**src/rtl/lz77_pkg.sv**
```systemverilog
// Shared definitions for the LZ77 stream encoder and the downstream token packer.
//   DEF_*      default parameter values for the encoder
//   off_w()    offset field width for a given dictionary depth
//   len_w()    length field width for a given maximum match
//   lz77_token_t  packed token {offset, length, symbol, last} at default widths
package lz77_pkg;

    localparam int DEF_DATA_WIDTH = 8;
    localparam int DEF_DICT_DEPTH = 32;
    localparam int DEF_MAX_MATCH  = 18;

    // Offsets run 1..DICT_DEPTH with 0 meaning "no match".
    function automatic int off_w(input int dict_depth);
        return $clog2(dict_depth + 1);
    endfunction

    // Lengths run 0..MAX_MATCH.
    function automatic int len_w(input int max_match);
        return $clog2(max_match + 1);
    endfunction

    typedef struct packed {
        logic [off_w(DEF_DICT_DEPTH)-1:0] offset;
        logic [len_w(DEF_MAX_MATCH)-1:0]  length;
        logic [DEF_DATA_WIDTH-1:0]        symbol;
        logic                             last;
    } lz77_token_t;

endpackage

```
**src/rtl/lz77_stream_encoder_if.sv**
```systemverilog
// Symbol-in / token-out stream bundle for the LZ77 encoder.
//   in_valid/in_ready/in_data/in_last        symbol stream into the encoder
//   out_valid/out_ready/out_offset/
//   out_length/out_symbol/out_last           token stream out of the encoder
// master: the surrounding system (drives symbols, accepts tokens)
// slave : the encoder
interface lz77_stream_encoder_if #(
    parameter int DATA_WIDTH = 8,
    parameter int OFF_W      = 6,
    parameter int LEN_W      = 5
);
    logic                  in_valid;
    logic                  in_ready;
    logic [DATA_WIDTH-1:0] in_data;
    logic                  in_last;
    logic                  out_valid;
    logic                  out_ready;
    logic [OFF_W-1:0]      out_offset;
    logic [LEN_W-1:0]      out_length;
    logic [DATA_WIDTH-1:0] out_symbol;
    logic                  out_last;

    modport master (
        output in_valid, in_data, in_last, out_ready,
        input  in_ready, out_valid, out_offset, out_length, out_symbol, out_last
    );

    modport slave (
        input  in_valid, in_data, in_last, out_ready,
        output in_ready, out_valid, out_offset, out_length, out_symbol, out_last
    );
endinterface

```
**src/rtl/lz77_prio_enc.sv**
```systemverilog
// Lowest-set-index encoder over a distance vector indexed 1..DICT_DEPTH.
//   vec  candidate distance vector, bit d marks distance d
//   idx  smallest set distance, 0 when vec is empty
module lz77_prio_enc
    import lz77_pkg::*;
#(
    parameter int DICT_DEPTH = DEF_DICT_DEPTH,
    parameter int OFF_W      = off_w(DICT_DEPTH)
) (
    input  logic [DICT_DEPTH:1] vec,
    output logic [OFF_W-1:0]    idx
);
    // Scan downwards so the last hit written is the smallest distance.
    always_comb begin
        idx = '0;
        for (int unsigned d = DICT_DEPTH; d >= 1; d--) begin
            if (vec[d]) idx = OFF_W'(d);
        end
    end
endmodule

```
**src/rtl/lz77_stream_encoder.sv**
```systemverilog
// Byte-serial LZ77 encoder: one symbol per cycle in, (offset, length, symbol)
// tokens out with backpressure, explicit end-of-stream and saturating matches.
//   clk   rising-edge clock
//   rst   asynchronous active-high reset
//   bus   stream bundle (slave side): symbols in, tokens out
//   busy  a match is in progress or a token is waiting to be taken
module lz77_stream_encoder
    import lz77_pkg::*;
#(
    parameter int DATA_WIDTH = DEF_DATA_WIDTH,
    parameter int DICT_DEPTH = DEF_DICT_DEPTH,
    parameter int MAX_MATCH  = DEF_MAX_MATCH,
    parameter int OFF_W      = off_w(DICT_DEPTH),
    parameter int LEN_W      = len_w(MAX_MATCH)
) (
    input  logic                 clk,
    input  logic                 rst,
    lz77_stream_encoder_if.slave bus,
    output logic                 busy
);
    logic [DATA_WIDTH-1:0] dict [DICT_DEPTH];
    logic [OFF_W-1:0]      fill;
    logic [LEN_W-1:0]      len;
    logic [DICT_DEPTH:1]   act;
    logic [DICT_DEPTH:1]   eq;
    logic [DICT_DEPTH:1]   cand;
    logic [OFF_W-1:0]      best_off;
    logic                  accept;
    logic                  terminate;

    logic                  tok_valid;
    logic [OFF_W-1:0]      tok_offset;
    logic [LEN_W-1:0]      tok_length;
    logic [DATA_WIDTH-1:0] tok_symbol;
    logic                  tok_last;

    assign bus.in_ready   = !tok_valid || bus.out_ready;
    assign bus.out_valid  = tok_valid;
    assign bus.out_offset = tok_offset;
    assign bus.out_length = tok_length;
    assign bus.out_symbol = tok_symbol;
    assign bus.out_last   = tok_last;
    assign busy           = (len != '0) || tok_valid;

    assign accept = bus.in_valid && bus.in_ready;

    // Distances beyond the filled part of the window hold stale data and are masked.
    always_comb begin
        eq = '0;
        for (int unsigned d = 1; d <= DICT_DEPTH; d++) begin
            eq[d] = (dict[d-1] == bus.in_data) && (OFF_W'(d) <= fill);
        end
        cand      = (len == '0) ? eq : (act & eq);
        terminate = (cand == '0) || (len == LEN_W'(MAX_MATCH)) || bus.in_last;
    end

    // Offset is taken from the candidates that survived up to the previous symbol.
    lz77_prio_enc #(
        .DICT_DEPTH (DICT_DEPTH),
        .OFF_W      (OFF_W)
    ) u_prio (
        .vec (act),
        .idx (best_off)
    );

    always_ff @(posedge clk) begin
        if (accept) begin
            dict[0] <= bus.in_data;
            for (int unsigned i = 1; i < DICT_DEPTH; i++) begin
                dict[i] <= dict[i-1];
            end
        end
    end

    always_ff @(posedge clk or posedge rst) begin
        if (rst) begin
            fill       <= '0;
            len        <= '0;
            act        <= '0;
            tok_valid  <= 1'b0;
            tok_offset <= '0;
            tok_length <= '0;
            tok_symbol <= '0;
            tok_last   <= 1'b0;
        end else begin
            if (bus.out_ready) tok_valid <= 1'b0;
            if (accept) begin
                if (bus.in_last)
                    fill <= '0;
                else if (fill != OFF_W'(DICT_DEPTH))
                    fill <= fill + OFF_W'(1);

                if (terminate) begin
                    tok_valid  <= 1'b1;
                    tok_offset <= best_off;
                    tok_length <= len;
                    tok_symbol <= bus.in_data;
                    tok_last   <= bus.in_last;
                    act        <= '0;
                    len        <= '0;
                end else begin
                    act <= cand;
                    len <= len + LEN_W'(1);
                end
            end
        end
    end
endmodule

```
**src/flat_wrapper.sv**
```systemverilog
// flat-port wrapper written by rule: the top's interface ports become plain ports
module lz77_stream_encoder_flat import lz77_pkg::*;
#(
    parameter int DATA_WIDTH = DEF_DATA_WIDTH,
    parameter int DICT_DEPTH = DEF_DICT_DEPTH,
    parameter int MAX_MATCH  = DEF_MAX_MATCH,
    parameter int OFF_W      = off_w(DICT_DEPTH),
    parameter int LEN_W      = len_w(MAX_MATCH)
)
  (clk, rst, busy, bus_in_valid, bus_in_data, bus_in_last, bus_out_ready, bus_in_ready, bus_out_valid, bus_out_offset, bus_out_length, bus_out_symbol, bus_out_last);
  lz77_stream_encoder_if #(.DATA_WIDTH(DATA_WIDTH), .OFF_W(OFF_W), .LEN_W(LEN_W)) bus_i ();
  input  logic clk;
  input  logic rst;
  output logic busy;
  input wire logic [$bits(bus_i.in_valid)-1:0] bus_in_valid;
  input wire logic [$bits(bus_i.in_data)-1:0] bus_in_data;
  input wire logic [$bits(bus_i.in_last)-1:0] bus_in_last;
  input wire logic [$bits(bus_i.out_ready)-1:0] bus_out_ready;
  output wire logic [$bits(bus_i.in_ready)-1:0] bus_in_ready;
  output wire logic [$bits(bus_i.out_valid)-1:0] bus_out_valid;
  output wire logic [$bits(bus_i.out_offset)-1:0] bus_out_offset;
  output wire logic [$bits(bus_i.out_length)-1:0] bus_out_length;
  output wire logic [$bits(bus_i.out_symbol)-1:0] bus_out_symbol;
  output wire logic [$bits(bus_i.out_last)-1:0] bus_out_last;
  assign bus_i.in_valid = bus_in_valid;
  assign bus_i.in_data = bus_in_data;
  assign bus_i.in_last = bus_in_last;
  assign bus_i.out_ready = bus_out_ready;
  assign bus_in_ready = bus_i.in_ready;
  assign bus_out_valid = bus_i.out_valid;
  assign bus_out_offset = bus_i.out_offset;
  assign bus_out_length = bus_i.out_length;
  assign bus_out_symbol = bus_i.out_symbol;
  assign bus_out_last = bus_i.out_last;
  lz77_stream_encoder #(.DATA_WIDTH(DATA_WIDTH), .DICT_DEPTH(DICT_DEPTH), .MAX_MATCH(MAX_MATCH), .OFF_W(OFF_W), .LEN_W(LEN_W)) u_core (.clk(clk), .rst(rst), .bus(bus_i), .busy(busy));
endmodule
```
**config.mk**
```make
export PLATFORM = sky130hd
export DESIGN_NAME = lz77_stream_encoder_flat
export DESIGN_NICKNAME = d
export VERILOG_FILES = /design/src/rtl/lz77_pkg.sv /design/src/rtl/lz77_stream_encoder_if.sv /design/src/rtl/lz77_prio_enc.sv /design/src/rtl/lz77_stream_encoder.sv /design/src/flat_wrapper.sv
export SDC_FILE = /design/constraint.sdc
export NUM_CORES = 1
export LEC_CHECK = 0
export ABC_AREA = 1
export BUFFER_PORTS_ARGS = -buffer_cell sky130_fd_sc_hd__buf_2
export CORE_UTILIZATION = 49
export DETAILED_ROUTE_END_ITERATION = 10
export GPL_ROUTABILITY_DRIVEN = 0
export GPL_TIMING_DRIVEN = 0
export PLACE_DENSITY = 0.63
export SYNTH_ARGS = -nofsm -noshare
export SYNTH_HDL_FRONTEND = slang
export SYNTH_HIERARCHICAL = 1
export SYNTH_SLANG_ARGS = --single-unit
export TNS_END_PERCENT = 1
```
**constraint.sdc**
```tcl
create_clock -name clk -period 22.8 [get_ports clk]
set_clock_uncertainty 0.05 [all_clocks]
set_input_delay 6.84 -clock clk [delete_from_list [all_inputs] [get_ports clk]]
set_output_delay 6.84 -clock clk [all_outputs]
set_load 0.01 [all_outputs]
```
==> results, run 1 <==
- The maximum number of pins on one net before global-route repair is 70.
- In the final layout, the share of cells above drive strength 1 is 0.0902.
- In the global route stage, overall resource usage came out at 0.291.
- The number of enable-type register cells in the synthesized netlist is 256.
- The number of global-route vias before repair is 11500.
- The endpoint of the worst-slack reg-to-reg timing path is u_core/dict[0][18]$_DFFE_PP_.
- The final antenna diode count is 0.
- The worst path in the final design needs a cycle of 14.07 ns, including I/O delays and setup.
- The final route contains 12300 vias.
- The total area inside the core boundary comes to 31800 um2.
- The worst setup path is launched from an input port.
- In this run the vertical extent of the chip is 182 um.
- Counting the fill cells in the layout gives 2851.
- The number of clock buffers inserted by TritonCTS is 36.
- The worst-case register-to-register setup slack is 19.74 ns.
- The H-tree was split into 2 levels.
- In the global route stage, met1 resource usage came out at 0.408.
- The Yosys step of the flow raised 6 warnings.
- For met3 alone, demand over resource in global routing was 0.0401.
- Clock-pin slew was measured on the worst setup and hold paths at 0.06 ns.
- The global-route wire length before repair is 70600 um.
- After synthesis the netlist holds a flip-flop and latch count of 320.
- Yosys mapped the design onto 35 distinct sky130hd cell types.
- Once detailed placement completed, the half-perimeter wirelength came to 35100 um.
- Sorting the synthesized cells by area gives the leading types as edfxtp_1 (48%), nand2_1 (14%), dfrtp_1 (10%).
- The run finished with clean final reports.
- Measured in cells, the most critical reg-to-reg path has a length of 7.
- The data arrival time of the worst path is 7.18 ns.
- The setup TNS after final layout is 0 ns.
- The clock sink count is 320.
- After clock tree synthesis, the setup repair step added 0 buffers.
- For this run, the post-layout net count is 1854.
- The period utilization is 0.617.
- The master cell of the clock root buffer is clkbuf_16.
- The category of the critical setup timing path is in -> out.
- The fraction of synthesized cell area taken by the top area cell type is 0.482.
- The fraction of synthesis flops using an asynchronous set or reset pin is 0.200.
- The final standard cell area without fillers is 17900 um2.
- The number of rows created at floorplan is 65.
- From left edge to right edge, the die measures 182 um.
- Summed over all instances, the cell type with the most area after synthesis is edfxtp_1.
- The total power of the final layout is 1430 uW.
- Timing would allow up to 71.1 MHz.
- The longest clock path from root to sink contains 3 buffers.
- The relative slew slack is 0.416.
- The leftover overflow at the end of global routing is 0.
- The endpoint of the worst setup timing path is bus_in_ready.
- The initial core utilization is 0.501.
- The sequential share of the synthesized area is 0.583.
- The non-filler instance count after layout is 2297.
- The later-pin clock latency in the skew report is 0.53 ns.
- The utilization after layout is 0.563.
- The remaining design rule violation count is 0.
- After detailed placement, the total cell area comes to 16800 um2.
- Counting tap cells, the placed design contains a total of 2231 instances.
- At the pin with the least slew margin, the transition time is 0.870 ns.
- The busiest layer in global routing is met2.
- The number of antenna violations at the first check in global routing came to 1.
- The area growth from synthesis to layout is 12.2%.
- The worst endpoint required time is 15.91 ns.
- After clock tree synthesis, the repair step resized 0 gates.
- The final hold violation count is 0.
- The floorplan step defined a die boundary enclosing 33300 um2.
- The quantity of I/O buffers inserted on ports is 35.
- The worst flop-to-flop path startpoint is u_core/bus.out_valid$_DFF_PP0_.
- The CTS tree is done.
- The number of nets produced by synthesis is 1775.
- The count of pins over their slew limit was 0.
- The cell leakage power is 0.00797 uW.
- The length of the first detailed-routing pass in iterations is 10.
- Setup repair after global routing left no endpoint under its margin.
- The critical path starts at bus_out_ready.
- Along the worst path, the maximum fanout reaches 3.
- The total length of routed wires is 47500 um.
- The main flop type after synthesis is edfxtp_1.
- The post-cts hold buffer count is 0.
- The setup-violating endpoint count in the final report is 0.
- IR analysis of the VDD net gives a maximum drop of 53.5 uV.
- The met2 usage in global routing is 0.450.
- After synthesis, the mean cell area works out to 9.09 um2.
- For this design the ratio of total power to cell area is 79.8 nW/um2.
- The element type at the critical path end is an output port.
- Once detail routing completed, the nets flagged for antenna violations numbered 0.
- The tightest min-delay check is of the reg -> reg type.
- The max capacitance violation total is 0.
- During I/O placement, the number of pins put on the boundary was 36.
- The cell area after synthesis is 15900 um2.
- The violation count after the first detailed-route iteration is 1742.
- The gate count of the mapped netlist is 1755.
- The post-detailed-route via-to-cell ratio is 5.34.
- The average routed wire per standard cell is 20.7 um.
[cell usage in the layout (no fill, tap or decap), drive strengths merged, types with 3 or more instances in the layout]
cell type and count:
nand3 77, xnor2 97, inv 204, o21ai 44, o22ai 12, xor2 32
buf 94, nor3 12, nand2 613, nand4 25, nor2 211, a31oi 3
clkinv 16, clkbuf 60, ha 7, dfrtp 64, edfxtp 256, bufinv 3
a21oi 21
[final cells by class]
class,instances,area (um2),area share
buffer,64,392,0.0219
inverter,206,820,0.0458
clock buffer,49,971,0.0543
timing repair buffer,41,325,0.0182
sequential,320,9290,0.519
tap,435,544,0.0304
multi-input combinational,1165,5450,0.305
clock inverter,17,104,0.00580
[synthesized netlist by cell type (7+ instances only)]
master / n
dfrtp_1: 64
o21ai_1: 23
nor3_1: 12
ha_1: 7
clkbuf_1: 11
xor2_1: 32
inv_1: 188
buf_2: 25
a21oi_1: 21
nand2_1: 609
inv_2: 12
buf_4: 25
o21ai_0: 21
nand4_1: 25
nand3_1: 77
edfxtp_1: 256
nor2_1: 207
xnor2_1: 97
o22ai_1: 12
[per-stage QoR]
stage	worst slack, ns	hold WS (ns)
floorplan	7.40	0.376
global placement	3.80	0.383
detailed placement	8.73	0.390
CTS	8.73	0.409
global route	8.72	0.427
finish	8.73	0.412
[routing by layer]
| layer | up-vias | share of wire |
|---|---|---|
| met5 | - | 0 |
| met2 | 607 | 0.44 |
| met3 | 110 | 0.083 |
| met1 | 5807 | 0.42 |
| li1 | 5736 | - |
| met4 | 0 | 0.051 |
[how the worst min path moves through the flow]
stage                                        startpoint  slack, ns                            end  cells after the start
after floorplan            u_core/dict[0][51]$_DFFE_PP_       0.38   u_core/dict[0][59]$_DFFE_PP_                      0
after global placement    u_core/dict[1][105]$_DFFE_PP_       0.38  u_core/dict[1][113]$_DFFE_PP_                      0
after detailed placement  u_core/dict[1][105]$_DFFE_PP_       0.39  u_core/dict[1][113]$_DFFE_PP_                      0
after CTS                 u_core/dict[1][105]$_DFFE_PP_       0.41  u_core/dict[1][113]$_DFFE_PP_                      0
after global routing       u_core/dict[0][76]$_DFFE_PP_       0.43   u_core/dict[0][84]$_DFFE_PP_                      0
final                     u_core/dict[1][105]$_DFFE_PP_       0.41  u_core/dict[1][113]$_DFFE_PP_                      0
[cells by family (layout without fill, tap and decap cells)]
family,Yosys count,count (layout),synth area share
XOR/XNOR,129,129,0.0709
AND/OR/NAND/NOR,943,943,0.236
adder cells (fa/ha/maj),7,7,0.00549
flip-flops,320,320,0.583
AO/OA/AOI/OAI,86,86,0.0293
buffers and inverters,270,377,0.0757
[report_power, final]
| part | switching (uW) | internal, uW |
|---|---|---|
| logic | 122 | 53.2 |
| registers | 30.8 | 683 |
| clock network | 237 | 302 |
[flip-flops by register name (all words and copies together) (netlist names)]
name,flops
u_core/dict,256
u_core/act,32
u_core/bus.out_symbol,8
u_core/bus.out_offset,6
u_core/fill,6
u_core/bus.out_length,5
u_core/len,5
u_core/bus.out_last,1
u_core/bus.out_valid,1
[worst max-delay path, cell delays in order]
cell     delay [ns]
buf_2          0.09
inv_1          0.04
nand2_1        0.06
buf_2          0.14
(Power assumes the default switching activity.)
==> inputs of run 2 (changes only) <==
- PLACE_DENSITY: 0.63 -> 0.65
- clock period: 22.8 -> 12 ns (I/O delays scaled with it)
==> run 2 against run 1 <==
  * Core utilization is 0.23 points lower
  * Worst setup slack lost 4.3 ns
  * Die area stayed put
  * Total power up 90%
  * Wire length is 1.8% lower
==> results, run 2 (synthesized netlist as in run 1, its figures left out) <==
- The number of placed instances with taps included is 2228 (-0.13%).
- The relative contribution of combinational cells to total power is 0.121 (-0.002).
- The post-cts hold buffer count is 0 (unchanged).
- The final hold violation count came to 0 (unchanged).
- The layout net count is 1851 (-0.16%).
- The post-detailed-route via-to-cell ratio was 5.32 (-0.34%).
- The later-pin clock latency in the skew report came to 0.53 ns (about the same).
- The buffer levels on the longest clock path is 3 (unchanged).
- The number of inserted filler cells in the final layout is 2809 (-1.5%).
- In the layout the commonest cells are nand2_1 (609), edfxtp_1 (256), nor2_1 (207), inv_1 (187), xnor2_1 (97).
- The switching share of power is 0.270 (-0.00287).
- The global-route wire length before repair is 69300 um (-1.8%).
- The relative slew slack is 0.463 (+0.0472).
- The final antenna diode count is 0 (unchanged).
- The flip-flop count of the largest register, all copies and words added is 256 (unchanged).
- The setup-violating endpoint count in the final report is 0 (unchanged).
- The hold-critical path endpoint is u_core/dict[1][113]$_DFFE_PP_.
- The number of primary I/O pins is 36 (unchanged).
- The detailed placement HPWL is 34100 um (-2.7%).
- The maximum number of pins on one net before global-route repair came to 97 (+39%).
- The endpoint of the worst-slack reg-to-reg timing path is u_core/dict[0][49]$_DFFE_PP_.
- The vias after detailed routing is 12200 (-0.60%).
- The element type at the critical path end is an output port.
- The master cell of the clock root buffer is clkbuf_16.
- The internal power of the cells is 1980 uW (+91%).
- The global-route usage over all layers is 0.288 (-0.00372).
- The cell leakage power is 0.00793 uW (-0.45%).
- The period utilization is 0.633.
- The length of the first detailed-routing pass in iterations is 6 (-4).
- The initial core utilization was 0.501 (unchanged).
- The remaining design rule violation count was 0 (unchanged).
- The clock-pin transition on the worst setup and hold timing paths is 0.06 ns (about the same).
- The post-layout minimum cycle time is 7.59 ns.
- The worst endpoint required time is 8.35 ns (-7.56 ns).
- The CTS tree is done.
- The leftover overflow at the end of global routing is 0 (unchanged).
- The number of global-route vias before repair was 11500 (-0.12%).
- The clock sink count was 320 (unchanged).
- The fraction of layout cells with a size suffix above 1 is 0.0889 (-0.00132).
- By startpoint and endpoint, the worst setup path is classified as in -> out.
- The number of rows created at floorplan was 65 (unchanged).
- The worst flop-to-flop path startpoint is u_core/bus.out_valid$_DFF_PP0_.
- The die outline height is 182 um (unchanged).
- The net switching power figure is 734 uW (+88%).
- The run finished with clean final reports.
- The worst voltage drop across the vdd grid is 126 uV (+130%).
- The number of buffers added for setup after CTS is 0 (unchanged).
- The actual transition at the worst max-transition pin is 0.806 ns (-0.0641 ns).
- Setup repair after global routing left no endpoint under its margin.
- For this run, the top clock speed supported by timing is 132 MHz.
- The data arrival time of the worst path is 3.94 ns (-3.24 ns).
- The largest fanout of any net on the critical path is 3 (unchanged).
- The max capacitance violation total is 0 (unchanged).
- The layout overhead on the synthesized area is 11.8%.
- The non-filler instance count after layout is 2291 (-0.26%).
- The number of cells on the worst hold path is 0 (unchanged).
- The violation count after the first detailed-route iteration is 1807 (+3.7%).
- The startpoint identified for the worst hold timing path is u_core/dict[1][105]$_DFFE_PP_.
- The number of clock buffers inserted by TritonCTS is 36 (unchanged).
- The chip width is 182 um (unchanged).
- The fraction of power consumed by sequential logic is 0.499 (about the same).
- The library cell used most frequently in the layout, excluding fill and tap cells, is nand2_1.
- The setup TNS after final layout is 0 ns (unchanged).
- The area of the core is 31800 um2 (unchanged).
- The length in cells of the worst reg-to-reg path was 7 (unchanged).
- The quantity of I/O buffers inserted on ports is 35 (unchanged).
- The count of pins over their slew limit is 0 (unchanged).
- The worst-case register-to-register setup slack came to 8.64 ns (-11.10 ns).
- The total length of routed wires is 46700 um (-1.8%).
- The clock network fraction of design power is 0.381 (+0.004).
- The average routed wire per standard cell came to 20.4 um (-1.5%).
- The power density over the cells is 152 nW/um2 (+91%).
- The CTS H-tree depth is 2 (unchanged).
- The largest register by flop count is u_core/dict.
- The overall die area is 33300 um2 (unchanged).
- The worst hold path belongs to the class reg -> reg.
- The residual antenna-violating net count after detailed routing was 0 (unchanged).
- STA classifies the critical path startpoint as an input port.
- The number of antenna violations at the first check in global routing is 0 (-1).
- The number of resized instances in the post-cts repair step is 0 (unchanged).
==> run 2: cell types whose count changed in the layout (fill, tap and decap cells not counted), sizes merged <==
cell / change
inv: -1
clkinv: -3
buf: -3
bufinv: +1
==> run 2: area by class of cell <==
cell class                      count  area (um2)  area share
Clock inverter                     14         101     0.00569
Sequential cell                   320        9290       0.521
Multi-Input combinational cell   1165        5450       0.306
Clock buffer                       49         970      0.0544
Timing Repair Buffer               38         250      0.0140
Tap cell                          435         544      0.0305
Inverter                          206         820      0.0460
Buffer                             64         398      0.0223
==> run 2: worst max-delay path by stage <==
stage                  startpoint                         to  slack [ns]  depth (start not counted)
finish              bus_out_ready               bus_in_ready        4.41                          4
global route        bus_out_ready               bus_in_ready        4.37                          4
CTS                 bus_out_ready               bus_in_ready        4.40                          4
global placement    bus_out_ready  u_core/len[3]$_DFFE_PP0P_        2.01                          8
detailed placement  bus_out_ready               bus_in_ready        4.41                          4
floorplan           bus_out_ready  u_core/len[2]$_DFFE_PP0P_        3.89                          7
==> run 2: power groups by stage <==
stage          Clock [uW]  Combinational [uW]  Sequential (uW)
4_1_cts              1050                 322             1350
6_report             1030                 327             1360
5_1_grt              1090                 354             1360
2_1_floorplan           0                 204             1370
3_5_place_dp            0                 320             1380
3_3_place_gp            0                 312             1390
==> run 2: layer usage <==
layer | part of all wire | global-route usage
met4 | 0.058 | 0.154
met5 | 0 | 0
met3 | 0.087 | 0.0443
met1 | 0.42 | 0.399
met2 | 0.44 | 0.437
==> run 2: worst max-delay path, stage by stage <==
cell and delay (ns):
buf_2 0.09, inv_1 0.04, nand2_1 0.06, buf_2 0.14
==> run 2: stage by stage <==
step	power (uW)	setup WS (ns)	util	cell area (um2)	hold WS, ns
CTS	2720	4.40	0.560	17800	0.403
floorplan	1570	3.89	-	15900	0.376
finish	2720	4.41	0.560	17800	0.410
global placement	1700	2.01	0.524	16700	0.385
detailed placement	1700	4.41	0.527	16800	0.393
global route	2810	4.37	0.560	17800	0.400
==> inputs of run 3 (changes only) <==
- PLACE_DENSITY: 0.65 -> 0.63
- clock period: 12 -> 7.1 ns (I/O delays scaled with it)
==> run 3 against run 2 <==
  * Final area up 0.52%
  * Final cell count rose by 0.17%
  * Worst hold slack worse by 0.00089 ns
  * Via count up 0.17%
  * Largest power group unchanged
==> results, run 3 (synthesized netlist as in run 1, its figures left out) <==
- The run finished with clean final reports.
- More flip-flops sit in one register than any other, and that register is u_core/dict.
- The largest fanout of any net on the critical path was 3 (unchanged).
- The worst setup margin came to 2.44 ns (-1.97 ns).
- The post-cts hold buffer count was 0 (unchanged).
- The residual antenna-violating net count after detailed routing is 0 (unchanged).
- The vias after detailed routing is 12200 (+0.17%).
- The placed cell area came to 16800 um2 (+0.33%).
- Clock tree synthesis selected as its root buffer the cell clkbuf_16.
- The detailed placement HPWL was 34500 um (+1.1%).
- The internal power of the cells is 3390 uW (+71%).
- The die outline height is 182 um (unchanged).
- The area of the core is 31800 um2 (unchanged).
- The number of inserted filler cells in the final layout came to 2826 (+0.61%).
- The quantity of I/O buffers inserted on ports is 35 (unchanged).
- The remaining design rule violation count came to 0 (unchanged).
- The clock sink count is 320 (unchanged).
- The library cell used most frequently in the layout, excluding fill and tap cells, is nand2_1.
- From synthesis to final layout, the design area changed by 12.3%.
- The fraction of power consumed by sequential logic is 0.494 (-0.005).
- The switching share of power is 0.268 (-0.00181).
- The leftover overflow at the end of global routing came to 0 (unchanged).
- The CTS H-tree depth is 2 (unchanged).
- The flip-flop count of the largest register, all copies and words added was 256 (unchanged).
- The post-detailed-route via-to-cell ratio is 5.32 (about the same).
- The worst voltage drop across the vdd grid is 198 uV (+58%).
- The average routed wire per standard cell was 20.4 um (+0.37%).
- The clock network fraction of design power came to 0.385 (+0.004).
- The clock-pin transition on the worst setup and hold timing paths was 0.06 ns (about the same).
- Setup repair after global routing left no endpoint under its margin.
- The violation count after the first detailed-route iteration came to 1755 (-2.9%).
- Dividing the final minimum period by the clock period gives 0.656.
- The number of cells on the worst hold path is 0 (unchanged).
- The max capacitance violation total was 0 (unchanged).
- The initial core utilization is 0.501 (unchanged).
- The number of primary I/O pins is 36 (unchanged).
- The element type at the critical path end is an output port.
- The power density over the cells is 259 nW/um2 (+70%).
- The total power of the final layout is 4630 uW (+71%).
- Derived from the worst setup path, the maximum achievable clock frequency is 215 MHz.
- The number of antenna violations at the first check in global routing is 2 (+2).
- The final hold violation count is 0 (unchanged).
- The total length of routed wires is 46900 um (+0.54%).
- The global-route usage over all layers is 0.289 (+0.00138).
- The length in cells of the worst reg-to-reg path is 8 (+1).
- The number of buffers added for setup after CTS is 0 (unchanged).
- The net switching power figure is 1240 uW (+69%).
- The global-route wire length before repair was 69900 um (+0.87%).
- The worst setup timing slack at the placement stage was 2.01 ns (-2.39 ns).
- The relative contribution of combinational cells to total power is 0.121 (about the same).
- The number of rows created at floorplan is 65 (unchanged).
- The actual transition at the worst max-transition pin came to 0.948 ns (+0.143 ns).
- The count of pins over their slew limit is 0 (unchanged).
- The number of global-route vias before repair is 11300 (-1.3%).
- The relative slew slack came to 0.363 (-0.100).
- The worst hold path belongs to the class reg -> reg.
- The data arrival time of the worst path came to 2.48 ns (-1.46 ns).
- The chip width is 182 um (unchanged).
- In the layout the commonest cells are nand2_1 (609), edfxtp_1 (256), nor2_1 (207), inv_1 (187), xnor2_1 (97).
- The buffer levels on the longest clock path is 3 (unchanged).
- The number of resized instances in the post-cts repair step is 0 (unchanged).
- The maximum number of pins on one net before global-route repair is 119 (+23%).
- The critical path startpoint category is an input port.
- The category of the critical setup timing path is in -> out.
- The final standard cell area without fillers was 17900 um2 (+0.52%).
- The layout net count is 1853 (+0.11%).
- The cell leakage power came to 0.00798 uW (+0.54%).
- The worst endpoint required time came to 4.92 ns (-3.43 ns).
- The number of clock buffers inserted by TritonCTS is 36 (unchanged).
- The non-filler instance count after layout is 2295 (+0.17%).
- The later-pin clock latency in the skew report is 0.53 ns (about the same).
- The fraction of layout cells with a size suffix above 1 is 0.0914 (+0.00250).
- The post-layout minimum cycle time is 4.66 ns.
- The setup-violating endpoint count in the final report is 0 (unchanged).
- The setup TNS after final layout is 0 ns (unchanged).
- The overall die area came to 33300 um2 (unchanged).
- The final antenna diode count is 0 (unchanged).
- The length of the first detailed-routing pass in iterations is 6 (unchanged).
- TritonCTS built the clock tree.
- The number of placed instances with taps included is 2230 (+0.090%).
==> run 3: changes by cell type in the layout (fill, tap and decap cells not counted), moves of 2 or more <==
cell / before / now
clkbuf_1: 21 / 17
buf_16: 2 / 4
clkinv_1: 8 / 11
clkbuf_8: 3 / 1
==> run 3: final timing paths <==
kind | start | end | slack, ns
min in group asynchronous | rst | u_core/bus.out_length[0]$_DFFE_PP0P_ | 1.42
worst min-delay path | u_core/dict[0][61]$_DFFE_PP_ | u_core/dict[0][69]$_DFFE_PP_ | 0.41
worst max-delay path | bus_out_ready | bus_in_ready | 2.44
worst min register to register | u_core/dict[0][61]$_DFFE_PP_ | u_core/dict[0][69]$_DFFE_PP_ | 0.41
worst max register to register | u_core/bus.out_valid$_DFF_PP0_ | u_core/dict[0][40]$_DFFE_PP_ | 3.86
max in group asynchronous | rst | u_core/act[29]$_DFFE_PP0P_ | 4.98
==> run 3: worst max-delay path, stage by stage <==
cell and delay [ns]:
buf_2 0.09, inv_1 0.04, nand2_1 0.07, buf_2 0.15
==> run 3: layout make-up <==
type,instances,area (um2),share of cell area
Inverter,206,820,0.0457
Multi-Input combinational cell,1165,5450,0.304
Buffer,64,398,0.0222
Sequential cell,320,9290,0.519
Clock inverter,21,156,0.00873
Timing Repair Buffer,40,305,0.0170
Clock buffer,44,952,0.0531
Tap cell,435,544,0.0304
==> run 3: metal layers <==
| layer | wire (um) | global-route usage | vias to the layer above |
|---|---|---|---|
| li1 | - | - | 5735 |
| met1 | 19500 | 0.395 | 5777 |
| met2 | 20600 | 0.448 | 581 |
| met3 | 4390 | 0.0533 | 113 |
| met4 | 2440 | 0.136 | 2 |
| met5 | 11 | 0 | - |
==> run 3: per-stage QoR <==
stage | utilization | hold WS (ns)
after floorplan | - | 0.376
after global placement | 0.524 | 0.383
after detailed placement | 0.529 | 0.399
after CTS | 0.563 | 0.412
after global routing | 0.563 | 0.417
final | 0.563 | 0.409
==> run 3: power by group through the flow <==
stage | combinational, uW | sequential [uW] | clock, uW
3_3_place_gp | 528 | 2350 | 0
5_1_grt | 605 | 2310 | 1880
6_report | 559 | 2290 | 1780
2_1_floorplan | 344 | 2310 | 0
3_5_place_dp | 548 | 2330 | 0
4_1_cts | 551 | 2290 | 1810
